`src/rtl/aes256_dualrail_trace_sequencer_if.sv`:
```
// Campaign host and dual-rail AES core signals for the trace sequencer.
// The slave modport is the sequencer; the master modport is the host/core side.
interface aes256_dualrail_trace_sequencer_if #(
  parameter int N     = 128,
  parameter int CNT_W = 16
);
  logic             Start;
  logic [CNT_W-1:0] Num_traces;
  logic [9:0]       Gap_cycles;
  logic             Chain_mode;
  logic [N-1:0]     Seed;
  logic [N-1:0]     Cipher_in_T;
  logic [N-1:0]     Cipher_in_F;
  logic             Done;
  logic             Flag_in;
  logic             Core_Reset;
  logic [N-1:0]     Plain_Text_T;
  logic [N-1:0]     Plain_Text_F;
  logic             Trigger;
  logic             Busy;
  logic             Finished;
  logic [CNT_W-1:0] Trace_count;
  logic [CNT_W-1:0] Fault_count;
  logic             Timeout_err;
  logic [N-1:0]     Last_Cipher_T;

  modport slave (
    input  Start, Num_traces, Gap_cycles, Chain_mode, Seed,
           Cipher_in_T, Cipher_in_F, Done, Flag_in,
    output Core_Reset, Plain_Text_T, Plain_Text_F, Trigger, Busy, Finished,
           Trace_count, Fault_count, Timeout_err, Last_Cipher_T
  );

  modport master (
    output Start, Num_traces, Gap_cycles, Chain_mode, Seed,
           Cipher_in_T, Cipher_in_F, Done, Flag_in,
    input  Core_Reset, Plain_Text_T, Plain_Text_F, Trigger, Busy, Finished,
           Trace_count, Fault_count, Timeout_err, Last_Cipher_T
  );
endinterface

```
`src/rtl/aes256_dualrail_trace_sequencer.sv`:
```
// Runs repeated precharge/evaluate/capture cycles on a dual-rail AES-256 core,
// generating plaintexts, checking rail complementarity and pacing scope triggers.
module aes256_dualrail_trace_sequencer #(
  parameter int N                = 128,
  parameter int CNT_W            = 16,
  parameter int PRECHARGE_CYCLES = 4,
  parameter int TIMEOUT          = 1023
) (
  input logic Clk,
  input logic ResetAll_n,
  aes256_dualrail_trace_sequencer_if.slave bus
);

  typedef enum logic [2:0] {IDLE, PRE, EVAL, CAP, GAP, FIN} state_t;

  localparam int CW = 16;
  localparam logic [N-1:0] POLY = N'(8'h87);

  state_t           state, next_state;
  logic [CW-1:0]    cnt;
  logic             done_q, flag_q;
  logic [CNT_W-1:0] num_traces_r, trace_count, fault_count;
  logic [9:0]       gap_r, gap_len;
  logic             chain_r;
  logic [N-1:0]     plain_t, last_cipher, lfsr_next;
  logic             finished, timeout_err;
  logic             rail_fault;

  // Galois step; the all-zero state would lock up, so it restarts at 1.
  always_comb begin
    lfsr_next = {plain_t[N-2:0], 1'b0} ^ (plain_t[N-1] ? POLY : '0);
    if (plain_t == '0) lfsr_next = N'(1);
  end

  assign gap_len    = (gap_r == 10'd0) ? 10'd1 : gap_r;
  assign rail_fault = (bus.Cipher_in_T != ~bus.Cipher_in_F);

  always_comb begin
    next_state     = state;
    bus.Core_Reset = 1'b1;
    bus.Trigger    = 1'b0;
    bus.Busy       = 1'b0;
    case (state)
      IDLE: if (bus.Start) next_state = (bus.Num_traces == '0) ? FIN : PRE;
      PRE: begin
        bus.Busy = 1'b1;
        if (cnt == CW'(PRECHARGE_CYCLES - 1)) next_state = EVAL;
      end
      EVAL: begin
        bus.Busy       = 1'b1;
        bus.Core_Reset = 1'b0;
        bus.Trigger    = (cnt == '0);
        if (done_q && flag_q)              next_state = CAP;
        else if (cnt == CW'(TIMEOUT - 1))  next_state = FIN;
      end
      CAP: begin
        bus.Busy   = 1'b1;
        next_state = ((trace_count + CNT_W'(1)) == num_traces_r) ? FIN : GAP;
      end
      GAP: begin
        bus.Busy = 1'b1;
        if (cnt == (CW'(gap_len) - CW'(1))) next_state = PRE;
      end
      FIN:     next_state = IDLE;
      default: next_state = IDLE;
    endcase
  end

  // The phase counter restarts on every state change and is shared by PRE, EVAL and GAP.
  always_ff @(posedge Clk) begin
    if (!ResetAll_n) begin
      state        <= IDLE;
      cnt          <= '0;
      done_q       <= 1'b0;
      flag_q       <= 1'b0;
      num_traces_r <= '0;
      gap_r        <= '0;
      chain_r      <= 1'b0;
      plain_t      <= '0;
      last_cipher  <= '0;
      trace_count  <= '0;
      fault_count  <= '0;
      finished     <= 1'b0;
      timeout_err  <= 1'b0;
    end else begin
      state  <= next_state;
      done_q <= bus.Done;
      flag_q <= bus.Flag_in;
      if (next_state != state) cnt <= '0;
      else if (cnt != '1)      cnt <= cnt + CW'(1);
      case (state)
        IDLE: if (bus.Start) begin
          num_traces_r <= bus.Num_traces;
          gap_r        <= bus.Gap_cycles;
          chain_r      <= bus.Chain_mode;
          plain_t      <= bus.Seed;
          trace_count  <= '0;
          fault_count  <= '0;
          finished     <= 1'b0;
          timeout_err  <= 1'b0;
        end
        EVAL: if (next_state == FIN) timeout_err <= 1'b1;
        CAP: begin
          last_cipher <= bus.Cipher_in_T;
          trace_count <= trace_count + CNT_W'(1);
          if (rail_fault && (fault_count != '1)) fault_count <= fault_count + CNT_W'(1);
          plain_t <= chain_r ? bus.Cipher_in_T : lfsr_next;
        end
        default: ;
      endcase
      if (next_state == FIN) finished <= 1'b1;
    end
  end

  assign bus.Plain_Text_T  = plain_t;
  assign bus.Plain_Text_F  = ~plain_t;
  assign bus.Finished      = finished;
  assign bus.Trace_count   = trace_count;
  assign bus.Fault_count   = fault_count;
  assign bus.Timeout_err   = timeout_err;
  assign bus.Last_Cipher_T = last_cipher;

endmodule

```
`src/flat_wrapper.sv`:
```
// flat-port wrapper written by rule: the top's interface ports become plain ports
module aes256_dualrail_trace_sequencer_flat 
#(
  parameter int N                = 128,
  parameter int CNT_W            = 16,
  parameter int PRECHARGE_CYCLES = 4,
  parameter int TIMEOUT          = 1023
)
  (Clk, ResetAll_n, bus_Start, bus_Num_traces, bus_Gap_cycles, bus_Chain_mode, bus_Seed, bus_Cipher_in_T, bus_Cipher_in_F, bus_Done, bus_Flag_in, bus_Core_Reset, bus_Plain_Text_T, bus_Plain_Text_F, bus_Trigger, bus_Busy, bus_Finished, bus_Trace_count, bus_Fault_count, bus_Timeout_err, bus_Last_Cipher_T);
  aes256_dualrail_trace_sequencer_if #(.N(N), .CNT_W(CNT_W)) bus_i ();
  input logic Clk;
  input logic ResetAll_n;
  input wire logic [$bits(bus_i.Start)-1:0] bus_Start;
  input wire logic [$bits(bus_i.Num_traces)-1:0] bus_Num_traces;
  input wire logic [$bits(bus_i.Gap_cycles)-1:0] bus_Gap_cycles;
  input wire logic [$bits(bus_i.Chain_mode)-1:0] bus_Chain_mode;
  input wire logic [$bits(bus_i.Seed)-1:0] bus_Seed;
  input wire logic [$bits(bus_i.Cipher_in_T)-1:0] bus_Cipher_in_T;
  input wire logic [$bits(bus_i.Cipher_in_F)-1:0] bus_Cipher_in_F;
  input wire logic [$bits(bus_i.Done)-1:0] bus_Done;
  input wire logic [$bits(bus_i.Flag_in)-1:0] bus_Flag_in;
  output wire logic [$bits(bus_i.Core_Reset)-1:0] bus_Core_Reset;
  output wire logic [$bits(bus_i.Plain_Text_T)-1:0] bus_Plain_Text_T;
  output wire logic [$bits(bus_i.Plain_Text_F)-1:0] bus_Plain_Text_F;
  output wire logic [$bits(bus_i.Trigger)-1:0] bus_Trigger;
  output wire logic [$bits(bus_i.Busy)-1:0] bus_Busy;
  output wire logic [$bits(bus_i.Finished)-1:0] bus_Finished;
  output wire logic [$bits(bus_i.Trace_count)-1:0] bus_Trace_count;
  output wire logic [$bits(bus_i.Fault_count)-1:0] bus_Fault_count;
  output wire logic [$bits(bus_i.Timeout_err)-1:0] bus_Timeout_err;
  output wire logic [$bits(bus_i.Last_Cipher_T)-1:0] bus_Last_Cipher_T;
  assign bus_i.Start = bus_Start;
  assign bus_i.Num_traces = bus_Num_traces;
  assign bus_i.Gap_cycles = bus_Gap_cycles;
  assign bus_i.Chain_mode = bus_Chain_mode;
  assign bus_i.Seed = bus_Seed;
  assign bus_i.Cipher_in_T = bus_Cipher_in_T;
  assign bus_i.Cipher_in_F = bus_Cipher_in_F;
  assign bus_i.Done = bus_Done;
  assign bus_i.Flag_in = bus_Flag_in;
  assign bus_Core_Reset = bus_i.Core_Reset;
  assign bus_Plain_Text_T = bus_i.Plain_Text_T;
  assign bus_Plain_Text_F = bus_i.Plain_Text_F;
  assign bus_Trigger = bus_i.Trigger;
  assign bus_Busy = bus_i.Busy;
  assign bus_Finished = bus_i.Finished;
  assign bus_Trace_count = bus_i.Trace_count;
  assign bus_Fault_count = bus_i.Fault_count;
  assign bus_Timeout_err = bus_i.Timeout_err;
  assign bus_Last_Cipher_T = bus_i.Last_Cipher_T;
  aes256_dualrail_trace_sequencer #(.N(N), .CNT_W(CNT_W), .PRECHARGE_CYCLES(PRECHARGE_CYCLES), .TIMEOUT(TIMEOUT)) u_core (.Clk(Clk), .ResetAll_n(ResetAll_n), .bus(bus_i));
endmodule
```
`config.mk`:
```
export PLATFORM = sky130hd
export DESIGN_NAME = aes256_dualrail_trace_sequencer_flat
export DESIGN_NICKNAME = d
export VERILOG_FILES = /design/src/rtl/aes256_dualrail_trace_sequencer_if.sv /design/src/rtl/aes256_dualrail_trace_sequencer.sv /design/src/flat_wrapper.sv
export SDC_FILE = /design/constraint.sdc
export NUM_CORES = 1
export LEC_CHECK = 0
export CAP_MARGIN = 20
export CORE_AREA = 2 2 322 324
export DETAILED_ROUTE_END_ITERATION = 8
export DIE_AREA = 0 0 324 326
export GPL_TIMING_DRIVEN = 0
export HOLD_SLACK_MARGIN = 0.02
export PLACE_DENSITY = 0.42
export SKIP_LAST_GASP = 1
export SLEW_MARGIN = 5
export SYNTH_ARGS = -nofsm -noshare
export SYNTH_HDL_FRONTEND = slang
export SYNTH_SLANG_ARGS = --single-unit
```
`constraint.sdc`:
```
create_clock -name Clk -period 4.8 [get_ports Clk]
set_input_delay 1.2 -clock Clk [delete_from_list [all_inputs] [get_ports Clk]]
set_output_delay 1.2 -clock Clk [all_outputs]
set_load 0.01 [all_outputs]
```
======== Word level (Yosys, flattened, before mapping) ========
Index checks and enable logic that the tools add are counted.
word-level totals
  memories ................................ 0
  latch bits .............................. 0
  register bits ........................... 338
  bits in read-only memories .............. 0
  memory bits (writable) .................. 0
  output and inout bits ................... 421
operators by class
  add/subtract/negate cells ............... 4
  bitwise operators ....................... 4
  $mul .................................... 0
  reduce and logical (&&, ||, !) cells .... 18
  divide/modulo/power cells ............... 0
  equal/unequal tests ..................... 16
  magnitude comparators ................... 0
  multiplexer cells ....................... 26
  shift operators ......................... 0
operators with widths
  cell                                                                      count
  128-bit 2-to-1 mux                                                        3
  128-bit inverter                                                          2
  128-bit one-hot mux with 2 select lines                                   1
  128-bit logical NOT                                                       1
  128-bit inequality test                                                   1
  128-bit bitwise XOR                                                       1
  16-bit one-hot mux with 2 select lines                                    2
  16-bit by 1-bit adder with 16-bit output (second input constant)          3
  16-bit equality test                                                      2
  16-bit logical NOT                                                        2
  16-bit 2-to-1 mux                                                         2
  16-bit inequality test (second input constant)                            2
  3-bit 2-to-1 mux                                                          6
  16-bit by 10-bit equality test with 1-bit output (second input constant)  1
  16-bit by 2-bit equality test with 1-bit output (second input constant)   1
  3-bit one-hot mux with 5 select lines                                     1
  10-bit by 1-bit subtractor with 11-bit output (second input constant)     1
  10-bit logical NOT                                                        1
  10-bit 2-to-1 mux                                                         1
  1-bit 2-to-1 mux                                                          8
  8-bit 2-to-1 mux                                                          1
  2-bit nonzero test                                                        4
  3-bit by 2-bit equality test with 1-bit output (second input constant)    2
  3-bit equality test (second input constant)                               2
  other kinds (12)                                                          17

======== Longest topological paths before layout ========
  depth in word-level cells ............... 9
  mapped depth ............................ 13
  depth with buffers taken out ............ 11

======== Worst setup path before layout ========
Ideal clock, no wire load.
  path type ............................... input-to-reg
  start point ............................. in bus_Cipher_in_F[3]
  end point ............................... reg u_core.fault_count[1], in the netlist u_core.bus.Fault_count[1]
  stages on the path ...................... 9
  setup slack ............................. 1.767 ns
  library setup time ...................... 0.070 ns
  arrival ................................. 2.963 ns
  required time ........................... 4.730 ns
  cell sequence ........................... a22o_1 -> nor4_1 -> nand4_1 -> nor4_1 -> and3_1 -> clkbuf_1 -> buf_2 -> o211ai_1 -> a21oi_1
on the way
  cells in the longest elaborated chain, start to end .. 5
RTL lines
  element                                                            RTL line                                source
  start, declared                                                    flat_wrapper.sv:19                      input wire logic [$bits(bus_i.Cipher_in_F)-1:0] bus_Cipher_in_F;
  128-bit inverter                                                   aes256_dualrail_trace_sequencer.sv:36   assign rail_fault = (bus.Cipher_in_T != ~bus.Cipher_in_F);
  128-bit inequality test                                            aes256_dualrail_trace_sequencer.sv:36
  1-bit logical AND                                                  aes256_dualrail_trace_sequencer.sv:106  if (rail_fault && (fault_count != '1)) fault_count <= fault_count + CNT_W'(1);
  2-bit by 1-bit inequality test with 1-bit output (no source line)  --
  3-bit AND reduction (no source line)                               --
  end signal, assigned                                               aes256_dualrail_trace_sequencer.sv:106
  end, declared                                                      aes256_dualrail_trace_sequencer.sv:22   logic [CNT_W-1:0] num_traces_r, trace_count, fault_count;
No other way between the ends.
A chain may end at the register's enable or synchronous reset.

======== Worst setup path in the final report ========
  start point ............................. in bus_Cipher_in_T[15]
  end point ............................... reg u_core.fault_count[1], in the netlist u_core.bus.Fault_count[1]
on the way
  cells in the longest elaborated chain, start to end .. 4
RTL lines
  element                                                            RTL line                                source
  start, declared                                                    flat_wrapper.sv:18                      input wire logic [$bits(bus_i.Cipher_in_T)-1:0] bus_Cipher_in_T;
  128-bit inequality test                                            aes256_dualrail_trace_sequencer.sv:36
  1-bit logical AND                                                  aes256_dualrail_trace_sequencer.sv:106
  2-bit by 1-bit inequality test with 1-bit output (no source line)  --
  3-bit AND reduction (no source line)                               --
No other way between the ends.

==> flow_metrics.py <==
metrics = {
    "global_routing": {
        "grt_pass1_wl_mm": 177.2,
        "grt_util_all_layers_pct": 24.27,
        "grt_pass1_vias": 20720,
        "antenna_found_initial": 18,
        "grt_max_degree": 13,
        "overflow": 0,
    },
    "synthesis": {
        "synth_mux_area_share_pct": 0.2415,
        "ys_warn_count": 0,
        "synth_compound_area_share_pct": 20.69,
        "syn_area_mm2": 0.01709,
        "yosysTopAreaCell": "dfxtp_1",
        "synth-seq-cells": 338,
        "synthAdderAreaFrac_pct": 0.4392,
        "synth_top_family_by_area": "simple AND/OR/NAND/NOR gates",
        "synth_xor_area_share_pct": 7.993,
        "yosys-top-cells-area": "dfxtp_1 40%, nand2_1 12%, a21oi_1 8.3%",
        "syn-mean-instance-area_um2": 7.478,
        "synth_cell_types": 68,
        "ys.flop_type": "dfxtp_1",
        "synthSimpleGateAreaFrac_pct": 24.24,
        "synth_edf_count": 0,
        "syn_inst": 2286,
        "synth_fp_nets": 2708,
        "synthArstFlopShare_pct": 0,
        "synth-seq-area-share_pct": 39.58,
        "synth_top_area_share_pct": 39.58,
    },
    "floorplan": {
        "die_x_um": 324,
        "io_pins": 837,
        "core_area_mm2": 0.1026,
        "die-height_um": 326,
        "die-area_mm2": 0.1056,
        "rows": 118,
        "start_util_pct": 16.66,
    },
    "worst_setup_path": {
        "r2r_slack_ns": 0.78,
        "critPathLaunchType": "input port",
        "path_class": "input port to flip-flop",
        "reg2regPathDepth": 9,
        "cp.arrival_ns": 5.43,
        "slowest_delay_ns": 0.98,
        "r2r_start": "u_core.state[0]$_SDFF_PN0_",
        "end_kind": "flip-flop",
        "reg2reg_to": "u_core.bus.Trace_count[7]$_SDFFE_PN0P_",
        "crit_required_ns": 5.31,
        "cp_max_fo": 10,
        "critPathSlowestCell": "nor4_1",
        "path_cells": "clkdlybuf4s50_1 -> xnor2_1 -> nor4_1 -> nand4_1 -> nor4_1 -> buf_2 -> and3_1 -> clkbuf_1 -> buf_2 -> o211ai_1 -> a21oi_1",
    },
    "place": {
        "pre_cts_slack_ns": -0.9633,
        "post-dp-hpwl_mm": 111.8,
        "portBuffers": 836,
        "dpl_cell_area_mm2": 0.02736,
        "gp_congestion": 0.9374,
    },
    "clock_network": {
        "clock_sinks": 338,
        "cts_buffers": 47,
        "cts_tree": "built",
        "clk_latency_ns": 0.60,
        "root_buffer": "clkbuf_16",
        "cts_max_level": 2,
        "clk_path_buf_depth": 3,
        "clk_pin_slew_worst_paths_ns": 0.06,
        "postCtsHoldBufs": 0,
    },
    "sta": {
        "finalCriticalPeriod_ns": 4.916,
        "drv_slew": 0,
        "worst_slack_ns": -0.1162,
        "post-route-period-util_pct": 102.4,
        "worst_pin_slew_ns": 1.250,
        "setup_viol": 10,
        "finalHoldViolations": 0,
        "max_freq_mhz": 203.4,
        "fin_skew_ns": 0.02172,
        "slew_headroom_pct": 15.88,
        "rsz0062_at_grt": "no",
    },
    "drt": {
        "dr.pass1.iters": 5,
        "drc": 0,
        "post_drt_wl_per_cell_um": 29.01,
        "wirelength_mm": 133.7,
        "viasPerCell": 4.644,
        "ant_nets": 0,
        "num_vias": 21400,
        "drt_iter0_drc": 1896,
    },
    "power": {
        "p_leak_nw": 9.973,
        "irDropWorstVdd_mv": 0.2245,
        "power_density_mw_per_mm2": 290.2,
    },
    "run": {
        "maxCapViolCount": 0,
    },
    "final_layout": {
        "fill_cells": 11350,
        "nets": 3606,
        "area_delta_synth_final_pct": 69.61,
        "drive_above_1_share_pct": 3.821,
        "post-route-cell-area_mm2": 0.02899,
        "utilization_pct": 28.26,
    },
    "min_path": {
        "holdCritStartpoint": "u_core.bus.Last_Cipher_T[40]$_SDFFE_PN0P_",
        "hold_path.class": "flip-flop to flip-flop",
        "hold_end": "u_core.bus.Last_Cipher_T[40]$_SDFFE_PN0P_",
        "min_path_cells": 2,
    },
    "outcome": {
        "violations": "setup timing",
        "status": "finished, violations left",
    },
}
-- cell families (layout without fill, tap and decap cells) --
logic type / count (synthesis) / count (layout)
flip-flops: 338 / 338
XOR/XNOR: 156 / 156
adder cells (fa/ha/maj): 6 / 6
multiplexers: 4 / 4
other: 0 / 8
buffers and inverters: 304 / 1237
AND/OR/NAND/NOR: 938 / 938
AO/OA/AOI/OAI: 540 / 540
-- worst max-delay path, delay by kind of cell --
| family | cells | cell delay, ns |
|---|---|---|
| and+or+nand+nor | 4 | 1.88 |
| AOI/OAI and AO/OA | 2 | 0.28 |
| buffers and inverters | 4 | 1.73 |
| xor gates and xnor gates | 1 | 0.31 |
-- timing repair --
item                       in CTS  in global routing
cloned                          0                  0
gates resized for setup         4                  1
setup endpoints to repair      15                  1
setup buffers                   0                  0
-- metal layers --
layer | track usage, % | vias to the layer above | wire length, um
met5 | 0 | - | 77
li1 | - | 9780 | -
met1 | 33.73 | 10540 | 60860
met2 | 38.27 | 930 | 60410
met4 | 5.435 | 12 | 2710
met3 | 5.061 | 131 | 9609
-- layout by cell type, fill, tap and decap left out, types with 11 or more instances in the layout --
cell and count:
o211a_1 24, nor2_1 153, nand2_1 543, nand4_1 35
nor3_1 22, and3_1 11, o21ai_0 30, a311oi_1 30
inv_1 142, o211ai_1 16, dfxtp_1 338, clkbuf_1 146
xor2_1 24, a21oi_1 282, clkdlybuf4s50_1 835, a221oi_1 101
nand3_1 28, nor4_1 71, buf_1 15, or4_1 18
clkbuf_16 48, xnor2_1 131, clkbuf_8 15
-- state kept, by name (all words and copies together), names as in the netlist --
signal                    count
u_core.bus.Fault_count       16
u_core.bus.Finished           1
u_core.bus.Last_Cipher_T    128
u_core.bus.Plain_Text_T     128
u_core.bus.Timeout_err        1
u_core.bus.Trace_count       16
u_core.chain_r                1
u_core.cnt                   16
u_core.done_q                 1
u_core.flag_q                 1
u_core.gap_r                 10
u_core.num_traces_r          16
u_core.state                  3
-- area by class of cell --
type                    count  area [um2]  share of cell area, %
multi-input cells        1644        9235                  31.85
repair buffers            849        8499                  29.32
flip-flops and latches    338        6766                  23.34
well taps                1380        1727                  5.955
clock buffers              71        1438                  4.959
plain buffers             161       629.4                  2.171
inverters                 143       536.8                  1.851
clock inverters            13       141.4                 0.4877
diodes                      8       20.02                0.06905
-- where the power goes --
| part | total [mW] | internal (mW) | leakage (nW) | switching (mW) |
|---|---|---|---|---|
| registers | 3.07 | 2.89 | 2.75 | 0.176 |
| logic | 1.70 | 0.805 | 6.45 | 0.899 |
| clock network | 3.64 | 2.17 | 0.773 | 1.47 |
-- metrics by stage --
| stage | setup TNS [ns] | cells | power, mW | hold WS [ns] |
|---|---|---|---|---|
| finish | -0.6243 | 4607 | 8.413 | 0.4540 |
| global route | 0 | 4604 | 8.695 | 0.4672 |
| CTS | 0 | 4598 | 8.503 | 0.4543 |
| detailed placement | -15.26 | 4514 | 4.831 | 0.4473 |
| global placement | -59.38 | 4502 | 4.824 | 0.4407 |
| floorplan | 0 | 2286 | 3.636 | 0.4462 |
-- cells in the mapped netlist, types with 3 or more instances --
cell and instances:
o22ai_1 4, or4_1 18, xnor2_1 132, o2111ai_1 5, and4_1 5, o2bb2ai_1 4
nor4_1 78, and3_1 11, dfxtp_1 338, a21oi_1 282, a22oi_1 4, o211a_1 24
nor2_1 154, o31ai_1 3, or3_1 8, a31oi_1 8, a311oi_1 30, a211oi_1 6
a221oi_1 101, clkbuf_1 140, nand3b_1 3, nor3_1 23, or2_2 4, ha_1 6
inv_1 142, buf_1 15, mux2i_1 3, nor2b_1 7, and2_1 8, a21boi_0 3
nand4_1 35, nand3_1 28, o211ai_1 16, xor2_1 24, o21ai_0 30, nand2_1 543
-- worst max path at each step --
stage,start,to,slack [ns]
finish,bus_Cipher_in_T[15],u_core.bus.Fault_count[1]$_SDFFE_PN0P_,-0.12
global route,bus_Cipher_in_T[15],u_core.bus.Fault_count[1]$_SDFFE_PN0P_,0.01
CTS,bus_Cipher_in_T[7],u_core.bus.Fault_count[1]$_SDFFE_PN0P_,0.06
detailed placement,bus_Cipher_in_T[125],u_core.bus.Fault_count[1]$_SDFFE_PN0P_,-0.96
global placement,bus_Cipher_in_T[7],u_core.bus.Fault_count[1]$_SDFFE_PN0P_,-3.73
floorplan,bus_Cipher_in_F[3],u_core.bus.Fault_count[1]$_SDFFE_PN0P_,1.77
(Power assumes the default switching activity.)
